`config.mk`:
```
export PLATFORM = sky130hd
export DESIGN_NAME = voice_alloc
export DESIGN_NICKNAME = d
export VERILOG_FILES = /design/src/rtl/voice_alloc.sv
export SDC_FILE = /design/constraint.sdc
export NUM_CORES = 1
export LEC_CHECK = 0
export ABC_AREA = 1
export CORE_ASPECT_RATIO = 0.9
export CORE_MARGIN = 2
export CORE_UTILIZATION = 40
export CTS_CLUSTER_SIZE = 14
export DETAILED_ROUTE_END_ITERATION = 10
export GPL_TIMING_DRIVEN = 0
export HOLD_SLACK_MARGIN = 0.1
export MAX_ROUTING_LAYER = met4
export PLACE_DENSITY = 0.63
export SKIP_CTS_REPAIR_TIMING = 1
export SLEW_MARGIN = 20
export SYNTH_ARGS = -nofsm -noshare
export SYNTH_HDL_FRONTEND = slang
export SYNTH_SLANG_ARGS = --single-unit
export TNS_END_PERCENT = 30
```
`constraint.sdc`:
```
create_clock -name i_clk -period 6.3 [get_ports i_clk]
set_clock_uncertainty 0.2 [all_clocks]
set_input_delay 0.945 -clock i_clk [delete_from_list [all_inputs] [get_ports i_clk]]
set_output_delay 0.945 -clock i_clk [all_outputs]
set_load 0.05 [all_outputs]
```
`src/rtl/voice_alloc.sv`:
```
// Four-voice note allocator with age-based voice stealing.
// Each voice holds a note number, a velocity and a 2-bit age (0 = newest).
// Active voices always carry distinct ages 0..k-1; the oldest (age 3) is the
// steal victim when a new note arrives and every voice is busy.
module voice_alloc (
   input  logic       i_clk,
   input  logic       i_rst,
   input  logic       i_ce,
   input  logic       i_ev_valid,
   input  logic       i_ev_on,
   input  logic [6:0] i_ev_note,
   input  logic [6:0] i_ev_vel,
   input  logic       i_all_off,
   output logic [6:0] o_note_num_0,
   output logic [6:0] o_note_num_1,
   output logic [6:0] o_note_num_2,
   output logic [6:0] o_note_num_3,
   output logic [6:0] o_note_vel_0,
   output logic [6:0] o_note_vel_1,
   output logic [6:0] o_note_vel_2,
   output logic [6:0] o_note_vel_3,
   output logic [3:0] o_voice_active,
   output logic       o_steal
);

   // Registered voice state
   logic [6:0] r_num    [4];
   logic [6:0] r_vel    [4];
   logic [1:0] r_age    [4];
   logic [3:0] r_active;
   logic       r_steal;

   // Next-state values
   logic [6:0] w_num    [4];
   logic [6:0] w_vel    [4];
   logic [1:0] w_age    [4];
   logic [3:0] w_active;
   logic       w_steal;

   // Event decode and voice search results
   logic       w_note_on;
   logic       w_hit;
   logic [1:0] w_hit_idx;
   logic       w_has_free;
   logic [1:0] w_free_idx;
   logic [1:0] w_victim_idx;
   logic [1:0] w_tgt_idx;

   // A note-on with zero velocity is a note-off by MIDI convention.
   assign w_note_on = i_ev_on && (i_ev_vel != 7'd0);

   // Locate the matching active voice, the lowest free voice and the oldest voice
   always_comb begin
      // NOTE: every combinational output gets a default first so no path leaves it unassigned, which would infer a latch.
      w_hit        = 1'b0;
      w_hit_idx    = 2'd0;
      w_has_free   = 1'b0;
      w_free_idx   = 2'd0;
      w_victim_idx = 2'd0;
      // Scanning downward lets the lowest index win.
      for (int i = 3; i >= 0; i--) begin
         if (r_active[i] && (r_num[i] == i_ev_note)) begin
            w_hit     = 1'b1;
            w_hit_idx = 2'(i);
         end
         if (!r_active[i]) begin
            w_has_free = 1'b1;
            w_free_idx = 2'(i);
         end
         if (r_age[i] == 2'd3) begin
            w_victim_idx = 2'(i);
         end
      end
   end

   assign w_tgt_idx = w_has_free ? w_free_idx : w_victim_idx;

   // Compute the next voice state from the sampled event
   always_comb begin
      for (int i = 0; i < 4; i++) begin
         w_num[i] = r_num[i];
         w_vel[i] = r_vel[i];
         w_age[i] = r_age[i];
      end
      w_active = r_active;
      w_steal  = 1'b0;

      if (i_ce) begin
         if (i_all_off) begin
            // Panic: silence everything but keep the note numbers; any event is dropped.
            for (int i = 0; i < 4; i++) begin
               w_vel[i] = 7'd0;
               w_age[i] = 2'd0;
            end
            w_active = 4'b0000;
         end else if (i_ev_valid) begin
            if (w_note_on) begin
               if (w_hit) begin
                  // Retrigger: only voices newer than the retriggered one age by one.
                  for (int i = 0; i < 4; i++) begin
                     if (r_active[i] && (r_age[i] < r_age[w_hit_idx])) begin
                        w_age[i] = r_age[i] + 2'd1;
                     end
                  end
                  w_vel[w_hit_idx] = i_ev_vel;
                  w_age[w_hit_idx] = 2'd0;
               end else begin
                  // New note: every sounding voice ages; the target is overwritten below.
                  for (int i = 0; i < 4; i++) begin
                     if (r_active[i]) begin
                        w_age[i] = r_age[i] + 2'd1;
                     end
                  end
                  w_num[w_tgt_idx]    = i_ev_note;
                  w_vel[w_tgt_idx]    = i_ev_vel;
                  w_age[w_tgt_idx]    = 2'd0;
                  w_active[w_tgt_idx] = 1'b1;
                  w_steal             = !w_has_free;
               end
            end else if (w_hit) begin
               // Note-off: voices older than the released one close the gap.
               for (int i = 0; i < 4; i++) begin
                  if (r_active[i] && (r_age[i] > r_age[w_hit_idx])) begin
                     w_age[i] = r_age[i] - 2'd1;
                  end
               end
               w_vel[w_hit_idx]    = 7'd0;
               w_age[w_hit_idx]    = 2'd0;
               w_active[w_hit_idx] = 1'b0;
            end
         end
      end
   end

   // Voice state register with synchronous reset
   always_ff @(posedge i_clk) begin
      // NOTE: state registers use non-blocking assignments so every flop samples pre-edge values.
      if (i_rst) begin
         for (int i = 0; i < 4; i++) begin
            r_num[i] <= 7'd0;
            r_vel[i] <= 7'd0;
            r_age[i] <= 2'd0;
         end
         r_active <= 4'b0000;
         r_steal  <= 1'b0;
      end else begin
         for (int i = 0; i < 4; i++) begin
            r_num[i] <= w_num[i];
            r_vel[i] <= w_vel[i];
            r_age[i] <= w_age[i];
         end
         r_active <= w_active;
         r_steal  <= w_steal;
      end
   end

   assign o_note_num_0   = r_num[0];
   assign o_note_num_1   = r_num[1];
   assign o_note_num_2   = r_num[2];
   assign o_note_num_3   = r_num[3];
   assign o_note_vel_0   = r_vel[0];
   assign o_note_vel_1   = r_vel[1];
   assign o_note_vel_2   = r_vel[2];
   assign o_note_vel_3   = r_vel[3];
   assign o_voice_active = r_active;
   assign o_steal        = r_steal;

endmodule

```
==> impl_metrics.env, run 1 <==
export IMPL_grt_pass1_wl_um=21250
export IMPL_io_pins=81
export IMPL_peakVddDrop_mv=0.1587
export IMPL_timing_rr_start="o_voice_active[2]"
export IMPL_netlist_instances=651
export IMPL_slew_headroom=0.5168
export IMPL_setup_violations=0
export IMPL_via_per_inst=5.228
export IMPL_synthFlopType="dfxtp_1"
export IMPL_ys_async_sr_fraction=0
export IMPL_synth_area_mm2=0.004225
export IMPL_dieArea_mm2=0.01140
export IMPL_grt_max_degree=13
export IMPL_dieHeight_um=101.5
export IMPL_ys_seq_area_frac=0.3269
export IMPL_drive_gt1_frac=0.08322
export IMPL_mostFrequentLayoutCells="nand2_1 (184), a21oi_1 (80), clkdlybuf4s50_1 (79), dfxtp_1 (69), inv_1 (63)"
export IMPL_maxCapViolations=0
export IMPL_drcViolationCount=0
export IMPL_final_common_cell="nand2_1"
export IMPL_start_util=0.4123
export IMPL_fmax_ghz=0.2066
export IMPL_worstHoldStart="r_vel[1][1]"
export IMPL_synth_seq_cells=69
export IMPL_setup_slack_ns=1.460
export IMPL_rows=35
export IMPL_min_to="r_vel[1][1]"
export IMPL_rsz0062_at_grt="false"
export IMPL_slew_violations=0
export IMPL_clockBufferDepth=2
export IMPL_synth_edf_count=0
export IMPL_ys_types=35
export IMPL_worst_pin_slew_ns=0.7193
export IMPL_cts_buffers=9
export IMPL_place_ws_ns=1.220
export IMPL_htreeDepth=3
export IMPL_fin_cells=874
export IMPL_regToRegSetupSlack_ns=2.45
export IMPL_hold_viol=0
export IMPL_hold_class="reg -> reg"
export IMPL_crit_path_start_kind="input pin"
export IMPL_drt_initial_drc_count=312
export IMPL_cp_max_fo=8
export IMPL_place_congestion=0.9186
export IMPL_arrival_ns=4.92
export IMPL_critical_path_class="in -> reg"
export IMPL_fin_crit_ns=4.840
export IMPL_cts_root_buf="clkbuf_16"
export IMPL_wl_um=13380
export IMPL_reg2reg_to="r_age[1][0]"
export IMPL_syn_nets=683
export IMPL_core_area_mm2=0.01025
export IMPL_crit_path_end_kind="flop"
export IMPL_min_path_cells=2
export IMPL_status="finished clean"
export IMPL_dpl_hpwl_um=10030
export IMPL_period_share=0.7683
export IMPL_drtAntennaViolNets=0
export IMPL_gr_usage_all_layers=0.2446
export IMPL_clkTransAtPathRegs_ns=0.06
export IMPL_ys_warnings_count=0
export IMPL_dr_pass1_iters=5
export IMPL_num_antenna_cells=0
export IMPL_antenna_found_initial=0
export IMPL_vias=4569
export IMPL_fin_nets=773
export IMPL_grt_overflow=0
export IMPL_synth_avg_cell_area_um2=6.490
export IMPL_crit_start="i_ev_note[4]"
export IMPL_crit_required_ns=6.38
export IMPL_clock_latency_ns=0.34
export IMPL_power_leakage_nw=2.216
export IMPL_cts_tree="done"
export IMPL_cts_num_sinks=69
export IMPL_wl_per_cell_um=15.31
export IMPL_grt_pass1_vias=4229
export IMPL_power_density_mw_per_mm2=213.6
export IMPL_n_fill_cell=1017
export IMPL_die_w_um=112.3
export IMPL_portBuffers=79
export IMPL_syn_to_final_growth_pct=30.17
export IMPL_place_inst=859
export IMPL_r2r_cells=18
export IMPL_setup_tns_final_ns=0
## state kept, by name, indices dropped and copies added (netlist names)
register and flops:
o_voice_active 4, o_steal 1, r_num 28, r_vel 28
r_age 8
## power by group
| group | total [mW] | internal, mW | switching [mW] |
|---|---|---|---|
| registers | 0.453 | 0.444 | 0.00897 |
| logic | 0.163 | 0.0552 | 0.108 |
| clock network | 0.558 | 0.356 | 0.202 |
| total | 1.17 | 0.856 | 0.319 |
## per-stage QoR
| stage | utilization | cell area, um2 | hold WS, ns | power, mW |
|---|---|---|---|---|
| 2_1_floorplan | - | 4225 | 0.3557 | 0.5651 |
| 3_3_place_gp | 0.5053 | 5177 | 0.2484 | 0.6201 |
| 3_5_place_dp | 0.5053 | 5177 | 0.2546 | 0.6226 |
| 4_1_cts | 0.5368 | 5500 | 0.2645 | 1.176 |
| 5_1_grt | 0.5368 | 5500 | 0.2821 | 1.215 |
| 6_report | 0.5368 | 5500 | 0.2623 | 1.175 |
## per-layer routing
metal  up-vias  track usage  part of all wire
met3        17      0.04608             0.066
met1      2078       0.3358              0.48
li1       2298            -                 -
met5         -            -                 0
met2       176       0.3656              0.44
met4         0      0.07692             0.014
## Yosys cell counts, drive strengths merged (6+ instances only)
| library cell | count | share of area |
|---|---|---|
| xnor2 | 7 | 0.015 |
| xor2 | 6 | 0.012 |
| dfxtp | 69 | 0.33 |
| a21oi | 81 | 0.099 |
| nor2 | 71 | 0.080 |
| clkbuf | 6 | 0.0053 |
| inv | 71 | 0.064 |
| o21ai | 62 | 0.073 |
| ha | 12 | 0.036 |
| nand3 | 33 | 0.041 |
| o22ai | 6 | 0.0089 |
| nand2 | 189 | 0.17 |
| buf | 14 | 0.025 |
| nand4 | 11 | 0.021 |
## critical path, cell delays in order
cell and delay (ns):
clkdlybuf4s50_1 0.73, inv_2 0.20, nand2_1 0.12, nand2_1 0.06, nor2_1 0.10, nand2_1 0.07
nor2_1 0.19, nand2_1 0.09, nand2_1 0.08, nand2_1 0.06, nand2_2 0.15, nor2_1 0.06
nor3_1 0.61, ha_1 0.37, a21oi_1 0.18, nand2_1 0.12, xor2_1 0.15, or2_2 0.30
a21oi_1 0.16, nor2_1 0.06, nor2_1 0.08
## cells by family (layout without fill, tap and decap cells)
family	count (synthesis)	count (layout)	share of synthesized area
AOI/OAI and AO/OA	153	153	0.1877
xor gates and xnor gates	13	13	0.02695
adders and majority gates	12	12	0.03553
buffers and inverters	93	187	0.09713
DFF	69	69	0.3269
and+or+nand+nor	311	311	0.3257
## layout make-up
cell class              instances  area, um2  share of cell area
inverters                      73      281.5             0.05118
clock inverters                 5      83.83             0.01524
clock buffers                  10      239.0             0.04345
repair buffers                 79      790.8              0.1438
well taps                     129      161.4             0.02934
flip-flops and latches         69       1381              0.2511
multi-input cells             489       2434              0.4424
plain buffers                  20      128.9             0.02343
## worst max path at each step
| stage | end | slack, ns | cells after the start |
|---|---|---|---|
| floorplan | r_age[2][0] | 2.63 | 20 |
| global placement | r_age[1][0] | 1.26 | 21 |
| detailed placement | r_age[2][1] | 1.22 | 21 |
| CTS | r_age[1][0] | 1.53 | 21 |
| global route | r_age[1][0] | 1.10 | 21 |
| finish | r_age[1][0] | 1.46 | 21 |
Note: power is estimated with default switching activity, not from simulation.
==> inputs of run 2 (changes only) <==
clock period = 5.1 ns   (was 6.3 ns; I/O delays follow)
==> results of run 2 <==
Same layout as run 1 (identical final DEF). Status: finished clean.
Main changes from that run: setup slack after placement 1.220 ns -> 0.1996 ns; setup slack after layout 1.460 ns -> 0.4399 ns; register-to-register setup slack 2.45 ns -> 1.25 ns; total power 1.175 mW -> 1.451 mW; worst IR drop on VDD 0.1587 mV -> 0.1961 mV
